`src/rtl/barrel_seq_shifter.sv`:
```
// N-bit shift/rotate register with single-step modes and a counted multi-step
// operation (Start/Busy/Done) that performs one bit-step per clock.
module barrel_seq_shifter #(
    parameter int N  = 8,
    parameter int AW = 4
) (
    input  logic          clk_i,
    input  logic          rst_n_i,
    input  logic [2:0]    mode_i,
    input  logic          start_i,
    input  logic [AW-1:0] amount_i,
    input  logic          cin_i,
    input  logic [N-1:0]  data_i,
    output logic [N-1:0]  data_o,
    output logic          cout_o,
    output logic          busy_o,
    output logic          done_o
);

    localparam logic [2:0] M_KEEP  = 3'b000;
    localparam logic [2:0] M_LOAD  = 3'b001;
    localparam logic [2:0] M_SHL   = 3'b010;
    localparam logic [2:0] M_SHR   = 3'b011;
    localparam logic [2:0] M_ROL   = 3'b100;
    localparam logic [2:0] M_ROR   = 3'b101;
    localparam logic [2:0] M_ASR   = 3'b110;
    localparam logic [2:0] M_CLEAR = 3'b111;

    typedef enum logic {IDLE, RUN} state_t;

    state_t        state_q, state_d;
    logic [N-1:0]  data_q, data_d;
    logic          cout_q, cout_d;
    logic          busy_q, busy_d;
    logic          done_q, done_d;
    logic [AW-1:0] cnt_q, cnt_d;
    logic [2:0]    mode_q, mode_d;

    logic [2:0]    step_mode;
    logic [N-1:0]  step_data;
    logic          step_cout;
    logic          is_shift;

    // In RUN the latched mode drives the step; in IDLE the live mode does.
    assign step_mode = (state_q == RUN) ? mode_q : mode_i;
    assign is_shift  = (mode_i != M_KEEP) && (mode_i != M_LOAD) && (mode_i != M_CLEAR);

    always_comb begin
        step_data = data_q;
        step_cout = 1'b0;
        case (step_mode)
            M_LOAD:  step_data = data_i;
            M_SHL: begin
                step_data = {data_q[N-2:0], cin_i};
                step_cout = data_q[N-1];
            end
            M_SHR: begin
                step_data = {cin_i, data_q[N-1:1]};
                step_cout = data_q[0];
            end
            M_ROL: begin
                step_data = {data_q[N-2:0], data_q[N-1]};
                step_cout = data_q[N-1];
            end
            M_ROR: begin
                step_data = {data_q[0], data_q[N-1:1]};
                step_cout = data_q[0];
            end
            M_ASR: begin
                step_data = {data_q[N-1], data_q[N-1:1]};
                step_cout = data_q[0];
            end
            M_CLEAR: step_data = '0;
            default: step_data = data_q;
        endcase
    end

    always_comb begin
        state_d = state_q;
        data_d  = step_data;
        cout_d  = step_cout;
        busy_d  = 1'b0;
        done_d  = 1'b0;
        cnt_d   = cnt_q;
        mode_d  = mode_q;
        case (state_q)
            IDLE: begin
                if (start_i && is_shift) begin
                    if (amount_i == '0) begin
                        data_d = data_q;
                        cout_d = 1'b0;
                        done_d = 1'b1;
                    end else begin
                        mode_d = mode_i;
                        if (amount_i == AW'(1)) begin
                            done_d = 1'b1;
                        end else begin
                            cnt_d   = amount_i - AW'(1);
                            busy_d  = 1'b1;
                            state_d = RUN;
                        end
                    end
                end
            end
            RUN: begin
                cnt_d = cnt_q - AW'(1);
                if (cnt_q == AW'(1)) begin
                    done_d  = 1'b1;
                    state_d = IDLE;
                end else begin
                    busy_d = 1'b1;
                end
            end
            default: state_d = IDLE;
        endcase
    end

    always_ff @(posedge clk_i or negedge rst_n_i) begin
        if (!rst_n_i) begin
            state_q <= IDLE;
            data_q  <= '0;
            cout_q  <= 1'b0;
            busy_q  <= 1'b0;
            done_q  <= 1'b0;
            cnt_q   <= '0;
            mode_q  <= M_KEEP;
        end else begin
            state_q <= state_d;
            data_q  <= data_d;
            cout_q  <= cout_d;
            busy_q  <= busy_d;
            done_q  <= done_d;
            cnt_q   <= cnt_d;
            mode_q  <= mode_d;
        end
    end

    assign data_o = data_q;
    assign cout_o = cout_q;
    assign busy_o = busy_q;
    assign done_o = done_q;

endmodule

```
`config.mk`:
```
export PLATFORM = sky130hd
export DESIGN_NAME = barrel_seq_shifter
export DESIGN_NICKNAME = d
export VERILOG_FILES = /design/src/rtl/barrel_seq_shifter.sv
export SDC_FILE = /design/constraint.sdc
export NUM_CORES = 1
export LEC_CHECK = 0
export CAP_MARGIN = 20
export CORE_UTILIZATION = 33
export DETAILED_ROUTE_END_ITERATION = 7
export PLACE_DENSITY = 0.59
export SLEW_MARGIN = 10
export SYNTH_ARGS = -nofsm -noshare
export SYNTH_HDL_FRONTEND = slang
export SYNTH_SLANG_ARGS = --single-unit
```
`constraint.sdc`:
```
create_clock -name clk_i -period 2.15 [get_ports clk_i]
set_input_delay 0.43 -clock clk_i [delete_from_list [all_inputs] [get_ports clk_i]]
set_output_delay 0.43 -clock clk_i [all_outputs]
set_load 0.02 [all_outputs]
```
==> metrics.cfg, run 1 <==
[detailed_routing]
drtAntennaViolNets = 0
drcViolationCount = 0
vias = 1127
drt_wl_total_um = 2970
wl_per_cell_um = 13.6
first_pass_iters = 4
drt-initial-drc-count = 35
viasPerCell = 5.15

[power]
powerDensity_mw_per_mm2 = 1480
fin_total_pwr_mw = 2.62
vdd_ir_drop_max_mv = 0.506
leakagePower_nw = 0.761

[logic_synthesis]
synth_top_family_by_area = compound AO/OA/AOI/OAI gates
synth_compound_area_frac = 0.210
ys.flop_type = dfrtp_1
synth_mux_area_frac = 0.163
yosysWarningCount = 0
synth-xor-area-share = 0.0490
postSynth.asyncResetShare = 1.00
yosys_register_bits = 18
ys_seq_area_frac = 0.360
synth_top_area_share = 0.360
ys_types = 37
yosys-top-cells-area = dfrtp_1 36%, ha_1 5.0%, mux2i_1 4.8%, mux2_2 4.5%, a221oi_1 4.2%
synth_edf_count = 0
yosysTopAreaCell = dfrtp_1
netlist_area_mm2 = 0.00125
synth.avg_cell_area_um2 = 10.0
synth_nets = 149
synthSimpleGateAreaFrac = 0.133
postSynthCellCount = 125
yosys.area_share.adder = 0.0500

[global_routing]
antenna_found_initial = 0
grt_max_degree = 19
grt_pass1_wl_um = 5080
overflow = 0
grt_pass1_vias = 1141
grtUsageTotal = 0.159

[place]
gp_congestion = 0.785
placed_cells = 214
dp_hpwl_um = 2260
port_buffers = 29

[flow_run]
max_cap_viol_count = 0

[setup_path]
crit_path_max_fanout = 11
r2r-start = busy_o
cpLargestDelayFamily = buffers and inverters
crit_start = busy_o
path_buf_inv = 1
reg2reg_slack_ns = 0.36
startpoint_type = register
cpMaxStageDelayCell = clkdlybuf4s50_1
critPathKind = reg -> out
crit_chain = clkdlybuf4s50_1
end_kind = output port
reg2reg_to = data_o[7]
crit_required_ns = 1.72
critPathArrivalTime_ns = 1.61
cpPeakStageDelay_ns = 0.70
r2r_cells = 4

[cts]
tritoncts.num_buffers = 3
clk_path_buf_depth = 2
ctsHoldBuffers = 0
clock_latency_ns = 0.26
cts_sinks = 18
cts_tree = yes
cts-root-buf = clkbuf_8
clkSlewWorstSetupHoldPaths_ns = 0.07
h-tree-depth = 1

[layout]
diodes = 0
area_growth_syn_to_layout_pct = 41.2
nets = 196
drive_gt1_frac = 0.240
fin_cells = 219

[floorplanning]
pin_count = 30
core_mm2 = 0.00366
initial_core_util = 0.342
die_h_um = 63.6
die_area_mm2 = 0.00405
rows = 22
die_w_um = 63.6

[sta]
fmax_mhz = 491
rsz0062_at_grt = no
hold_viol = 0
min_period_over_period = 0.947
slew_headroom = 0.621
period_needed_ns = 2.04
finalSetupViolCount = 0
drv_slew = 0
worst_pin_slew_ns = 0.565
fin_worst_skew_ns = 0.00449

[status]
status = complete, no violations

[hold_path]
hp-class = in -> async

[cells in the final DEF (no fill, tap or decap), types with 2 or more instances in the layout]
cell and instances:
clkdlybuf4s50_1 27, dfrtp_1 18, buf_4 16, nand2_1 10, nor2_1 9, o21ai_0 9, nor3_1 6, mux2i_1 6
a221oi_1 6, o21ai_1 6, mux2_2 5, xor2_1 5, ha_1 4, clkbuf_8 4, inv_1 3, a21oi_1 3
inv_2 2, nand3b_1 2, mux2i_4 2, mux2i_2 2, xnor2_1 2, a31oi_1 2, a21oi_2 2, dlymetal6s2s_1 2
[power breakdown]
part           switching, mW  internal [mW]
combinational          0.805          0.796
clock                  0.121          0.163
sequential             0.215          0.518
[synth_stat cells (2+ instances only)]
cell type	instances
inv_1	5
a221oi_1	6
xor2_1	5
o31ai_1	2
o21ai_0	9
mux2i_4	2
a21oi_1	4
mux2i_2	2
dfrtp_1	18
nand2_1	10
nor2_1	9
a31oi_1	2
mux2_2	5
nor3_1	6
mux2i_1	6
o21ai_1	6
xnor2_1	2
buf_6	2
ha_1	5
nand3b_1	2
[state kept, by name, summed over array words and instances, names as in the netlist]
signal / flops
mode_q: 3
data_o: 8
cout_o: 1
busy_o: 1
cnt_q: 4
done_o: 1
[what timing repair did]
item	in CTS	in global routing
buffers inserted	0	1
resized for setup	0	7
endpoints found under the setup margin	0	6
[metrics by stage]
step                setup slack [ns]  hold slack [ns]  cell area (um^2)  setup TNS (ns)  utilization
finish                         0.115            0.508              1770               0        0.483
global route                  0.0380            0.525              1770               0        0.483
floorplan                      0.366            0.134              1250               0            -
CTS                           0.0942            0.515              1740               0        0.476
detailed placement            -0.180            0.533              1690           -1.51        0.461
global placement              -0.135            0.530              1690           -1.05        0.461
[area by class of cell]
cell class                      instances  area [um^2]
Clock buffer                            4         55.1
Fill cell                             353         1890
Inverter                                5         18.8
Multi-Input combinational cell         99          768
Sequential cell                        18          450
Tap cell                               48         60.1
Timing Repair Buffer                   45          415
[worst max-delay path by stage]
| stage | to | slack, ns | cells after the start |
|---|---|---|---|
| floorplan | data_o[7] | 0.37 | 6 |
| global placement | data_o[7] | -0.13 | 7 |
| detailed placement | data_o[6] | -0.18 | 8 |
| CTS | data_o[6] | 0.09 | 8 |
| global route | busy_o | 0.04 | 1 |
| finish | busy_o | 0.11 | 1 |
[routing by layer]
metal / up-vias / track usage / routed length, um
li1: 554 / - / -
met1: 550 / 0.189 / 1280
met2: 17 / 0.290 / 1550
met3: 6 / 0.0362 / 102
met4: 0 / 0.0256 / 31
met5: - / 0 / 0
[kinds of logic (layout without fill, tap and decap cells)]
family | Yosys count | count (layout)
xor+xnor | 7 | 7
compound gates | 37 | 37
fa+ha+maj | 5 | 5
buf+inv | 8 | 54
simple gates | 34 | 34
flops | 18 | 18
mux | 16 | 16
Note: power is estimated with default switching activity, not from simulation.
==> inputs of run 2 (changes only) <==
ABC_AREA = 1   (was unset)
SETUP_SLACK_MARGIN = 0.5   (was unset)
==> metrics.cfg, run 2 <==
[status]
status = complete, no violations

[setup_path]
crit_path_max_fanout = 1
critPathArrivalTime_ns = 1.18
startpoint_type = register
cpPeakStageDelay_ns = 0.59
cpLargestDelayFamily = buffers and inverters
critPathKind = reg -> out
crit_required_ns = 1.72
path_buf_inv = 1
crit_chain = clkdlybuf4s50_1
cpMaxStageDelayCell = clkdlybuf4s50_1
end_kind = output port

[global_routing]
overflow = 0
grt_pass1_vias = 1128
antenna_found_initial = 0
globalRouteMet2Util = 0.242
grt_pass1_wl_um = 5110
grt.met3_usage = 0.0339
grtUsageTotal = 0.162
globalRouteMet1Util = 0.226
busiest_layer = met2
grt_max_degree = 19

[logic_synthesis]
ys_types = 22
ys_seq_area_frac = 0.357
yosysWarningCount = 0
synthTopCellsByCount = 67 x nand2_1, 27 x nor2_1, 18 x dfrtp_1
synth_nets = 210
yosysTopAreaCell = dfrtp_1
synth.avg_cell_area_um2 = 6.79
synth_top_area_share = 0.357
yosys-top-cells-area = dfrtp_1 36%, nand2_1 20%, nor2_1 8.0%, ha_1 5.0%, inv_1 4.5%
yosysMostFrequentCell = nand2_1
netlist_area_mm2 = 0.00126
postSynthCellCount = 186
yosys_register_bits = 18
synth_edf_count = 0
ys.flop_type = dfrtp_1
postSynth.asyncResetShare = 1.00

[detailed_routing]
drtAntennaViolNets = 0
drcViolationCount = 0
first_pass_iters = 4
drt-initial-drc-count = 64
viasPerCell = 4.58
wl_per_cell_um = 11.4
drt_wl_total_um = 3130
vias = 1254

[cts]
cts_sinks = 18
ctsHoldBuffers = 0
cts-root-buf = clkbuf_8
clk_path_buf_depth = 2
clock_latency_ns = 0.26
tritoncts.num_buffers = 3
cts_tree = yes
clkSlewWorstSetupHoldPaths_ns = 0.07
h-tree-depth = 1

[sta]
period_needed_ns = 1.61
drv_slew = 0
fmax_mhz = 622
finalSetupViolCount = 0
setup_ws_ns = 0.543
fin_worst_skew_ns = 0.00198
hold_viol = 0
rsz0062_at_grt = no
worst_pin_slew_ns = 0.243
fin_tns_setup_ns = 0
slew_headroom = 0.838
min_period_over_period = 0.748

[floorplanning]
core_mm2 = 0.00366
rows = 22
die_area_mm2 = 0.00408
die_h_um = 63.9
initial_core_util = 0.345
die_w_um = 63.9
pin_count = 30

[layout]
final_cell_mix = 64 x nand2_1, 23 x nor2_1, 17 x dfrtp_1
nets = 251
fin_cells = 274
diodes = 0
fillerInstances = 368
design_area_mm2 = 0.00181
area_growth_syn_to_layout_pct = 43.6
largest_reg_flops = 8
final_common_cell = nand2_1
drive_gt1_frac = 0.181

[hold_path]
hp-class = in -> async

[power]
powerDensity_mw_per_mm2 = 1600
leakagePower_nw = 0.940
vdd_ir_drop_max_mv = 0.614

[place]
gp_congestion = 0.822
preCtsSetupSlack_ns = 0.0322
dp_hpwl_um = 2170
place_area_mm2 = 0.00162
placed_cells = 264
port_buffers = 29

[flow_run]
max_cap_viol_count = 0

==> run 2: cell types whose count changed after synthesis, sizes merged, moves of 3 or more <==
cell / before / now
a21oi: 5 / 8
a221oi: 6 / 0
inv: 5 / 17
mux2: 6 / 0
mux2i: 10 / 0
nand2: 10 / 75
nand3: 1 / 12
nor2: 10 / 28
nor3: 6 / 0
o21ai: 15 / 11
xor2: 5 / 1
==> run 2: kinds of logic (layout without fill, tap and decap cells) <==
kind of cell / after synthesis / after routing / synth area share
AND/OR/NAND/NOR: 117 / 118 / 0.404
adder cells (fa/ha/maj): 5 / 5 / 0.0496
buffers and inverters: 19 / 58 / 0.0634
flip-flops: 18 / 18 / 0.357
AO/OA/AOI/OAI: 24 / 24 / 0.105
XOR/XNOR: 3 / 3 / 0.0208
==> run 2: path summary, 6_finish.rpt <==
path,start,end,slack (ns),cells after the start
max in group asynchronous,rst_n_i,busy_o,1.44,2
worst min register to register,mode_q[0],mode_q[0],0.50,2
worst min-delay path,rst_n_i,data_o[2],0.49,2
worst max-delay path,done_o,done_o,0.54,1
min in group clk_i,mode_q[0],mode_q[0],0.50,2
worst max register to register,busy_o,cout_o,0.59,8
==> run 2: layout make-up <==
cell class,count,area (um^2),share of cell area
repair buffers,37,348,0.192
clock buffers,4,55.1,0.0304
multi-input cells,150,832,0.459
inverters,17,66.3,0.0366
flip-flops and latches,18,452,0.249
well taps,48,60.1,0.0331
==> run 2: timing repair <==
| item | CTS | global route |
|---|---|---|
| pin swaps | 2 | 8 |
| setup buffers | 2 | 3 |
| cloned | 1 | 0 |
| endpoints found under the setup margin | 20 | 15 |
| resized for setup | 16 | 25 |
==> run 2: metal layers <==
metal  share of wire  routed length [um]
met1            0.49                1550
met2            0.47                1470
met3           0.024                  76
met4           0.012                  39
met5               0                   0
==> run 2: metrics by stage <==
| step | util | hold slack (ns) | power (mW) |
|---|---|---|---|
| CTS | 0.465 | 0.498 | 2.76 |
| global route | 0.495 | 0.519 | 3.22 |
| global placement | 0.442 | 0.474 | 2.47 |
| detailed placement | 0.442 | 0.487 | 2.48 |
| finish | 0.495 | 0.490 | 2.91 |
| floorplan | - | 0.134 | 2.00 |
==> run 2: report_power, final <==
part / internal, mW / switching (mW)
Sequential: 0.521 / 0.140
Combinational: 0.717 / 1.24
Clock: 0.163 / 0.129
==> inputs of run 3 (changes only) <==
PLACE_DENSITY = 0.61   (was 0.59)
clock period = 1.3 ns   (was 2.15 ns; I/O delays follow)
==> metrics.cfg, run 3 (synthesis gave the netlist of run 2 again) <==
[setup_path]
critPathKind = reg -> reg
end_kind = register
startpoint_type = register
reg2reg_slack_ns = -0.15
crit_required_ns = 1.46
r2r_cells = 10
reg2reg_to = data_o[3]
crit_start = busy_o
r2r-start = busy_o
crit_path_max_fanout = 8
critPathArrivalTime_ns = 1.61
endpoint = data_o[3]

[global_routing]
antenna_found_initial = 0
grt_pass1_vias = 1316
grtUsageTotal = 0.185
grt_max_degree = 19
overflow = 0
grt_pass1_wl_um = 5890

[sta]
fin_hold_ws_ns = 0.326
rsz0062_at_grt = yes
period_needed_ns = 1.45
fmax_mhz = 689
drv_slew = 0
worst_pin_slew_ns = 0.244
hold_viol = 0
finalSetupViolCount = 11
setup_ws_ns = -0.152
fin_worst_skew_ns = 0.00398
slew_headroom = 0.838
min_period_over_period = 1.12
fin_tns_setup_ns = -1.21

[layout]
final_common_cell = nand2_1
final_cell_mix = 50 x nand2_1, 32 x buf_4, 20 x nor2_1
fillerInstances = 286
drive_gt1_frac = 0.459
largest_reg_flops = 8
nets = 284
area_growth_syn_to_layout_pct = 86.6
diodes = 0
design_area_mm2 = 0.00236

[detailed_routing]
drcViolationCount = 0
viasPerCell = 4.64
first_pass_iters = 4
wl_per_cell_um = 11.9
drt-initial-drc-count = 56
drt_wl_total_um = 3660
drtAntennaViolNets = 0
vias = 1426

[place]
port_buffers = 29
gp_congestion = 0.823
place_area_mm2 = 0.00184
dp_hpwl_um = 2300

[floorplanning]
initial_core_util = 0.345
die_w_um = 63.9
die_area_mm2 = 0.00408
pin_count = 30
core_mm2 = 0.00366
rows = 22
die_h_um = 63.9

[cts]
cts_tree = yes
clkSlewWorstSetupHoldPaths_ns = 0.08
cts_sinks = 18
clk_path_buf_depth = 2
clock_latency_ns = 0.26
ctsHoldBuffers = 0
cts-root-buf = clkbuf_8
h-tree-depth = 1
tritoncts.num_buffers = 3

[power]
leakagePower_nw = 1.15
vdd_ir_drop_max_mv = 1.18
fin_total_pwr_mw = 6.53
powerDensity_mw_per_mm2 = 2770

[hold_path]
hp-class = in -> async

[status]
violations = setup timing
status = finished with violations

[flow_run]
max_cap_viol_count = 0

## run 3: cell count changes in the layout (fill, tap and decap cells not counted), sizes merged
cell           before  now
clkdlybuf4s15       0    1
dlygate4sd2        10    8
buf                 8   51
inv                17   16
clkinv              0    1
clkdlybuf4s50      15   10
dlymetal6s2s        4    0
## run 3: area by class of cell
type                       count  area [um^2]  share of cell area
multi-input combinational    150         1080               0.458
timing repair buffer          70          636               0.270
clock buffer                   4         55.1              0.0234
sequential                    18          452               0.192
inverter                      17         73.8              0.0313
tap                           48         60.1              0.0255
## run 3: where the power goes
group	total [mW]	internal, mW	switching, mW
sequential	1.08	0.861	0.220
clock	0.479	0.270	0.209
combinational	4.97	2.20	2.77
total	6.53	3.33	3.20
## run 3: per-stage QoR
stage / instances / utilization / setup slack, ns
floorplan: 186 / - / -0.0723
global placement: 292 / 0.503 / -0.652
detailed placement: 292 / 0.503 / -0.676
CTS: 302 / 0.600 / -0.0827
global route: 307 / 0.644 / -0.235
finish: 307 / 0.644 / -0.152
## run 3: worst max-delay path, stage by stage, from the launching register on
cell and delay, ns:
dfrtp_2 0.46, clkinv_4 0.14, buf_6 0.14, nand2_2 0.05, nand2_2 0.06, nand3_2 0.08, nand2_4 0.10, a21oi_1 0.16
nand2_1 0.07, nand2_1 0.05, nand2_1 0.04
## run 3: worst min-delay path by stage
stage                     slack, ns  cells after the start         to       from
after floorplan               -0.04                      0     busy_o    rst_n_i
after global placement         0.47                      2  mode_q[0]  mode_q[0]
after detailed placement       0.49                      2  mode_q[0]  mode_q[0]
after CTS                      0.33                      2  data_o[1]    rst_n_i
after global routing           0.35                      2  data_o[1]    rst_n_i
final                          0.33                      2  data_o[2]    rst_n_i
## run 3: timing repair
| action | in CTS | in global routing |
|---|---|---|
| gates cloned | 1 | 0 |
| buffers inserted | 5 | 5 |
| pin swaps | 24 | 10 |
| endpoints found under the hold margin | 0 | 0 |
| resized for setup | 137 | 30 |
| endpoints found under the setup margin | 29 | 29 |
## run 3: routing by layer
| metal | global-route usage | part of all wire | wire [um] | vias up |
|---|---|---|---|---|
| li1 | - | - | - | 738 |
| met1 | 0.239 | 0.44 | 1620 | 670 |
| met2 | 0.319 | 0.54 | 1970 | 13 |
| met3 | 0.0232 | 0.011 | 41 | 5 |
| met4 | 0.0540 | 0.0079 | 29 | 0 |
| met5 | 0 | 0 | 0 | - |
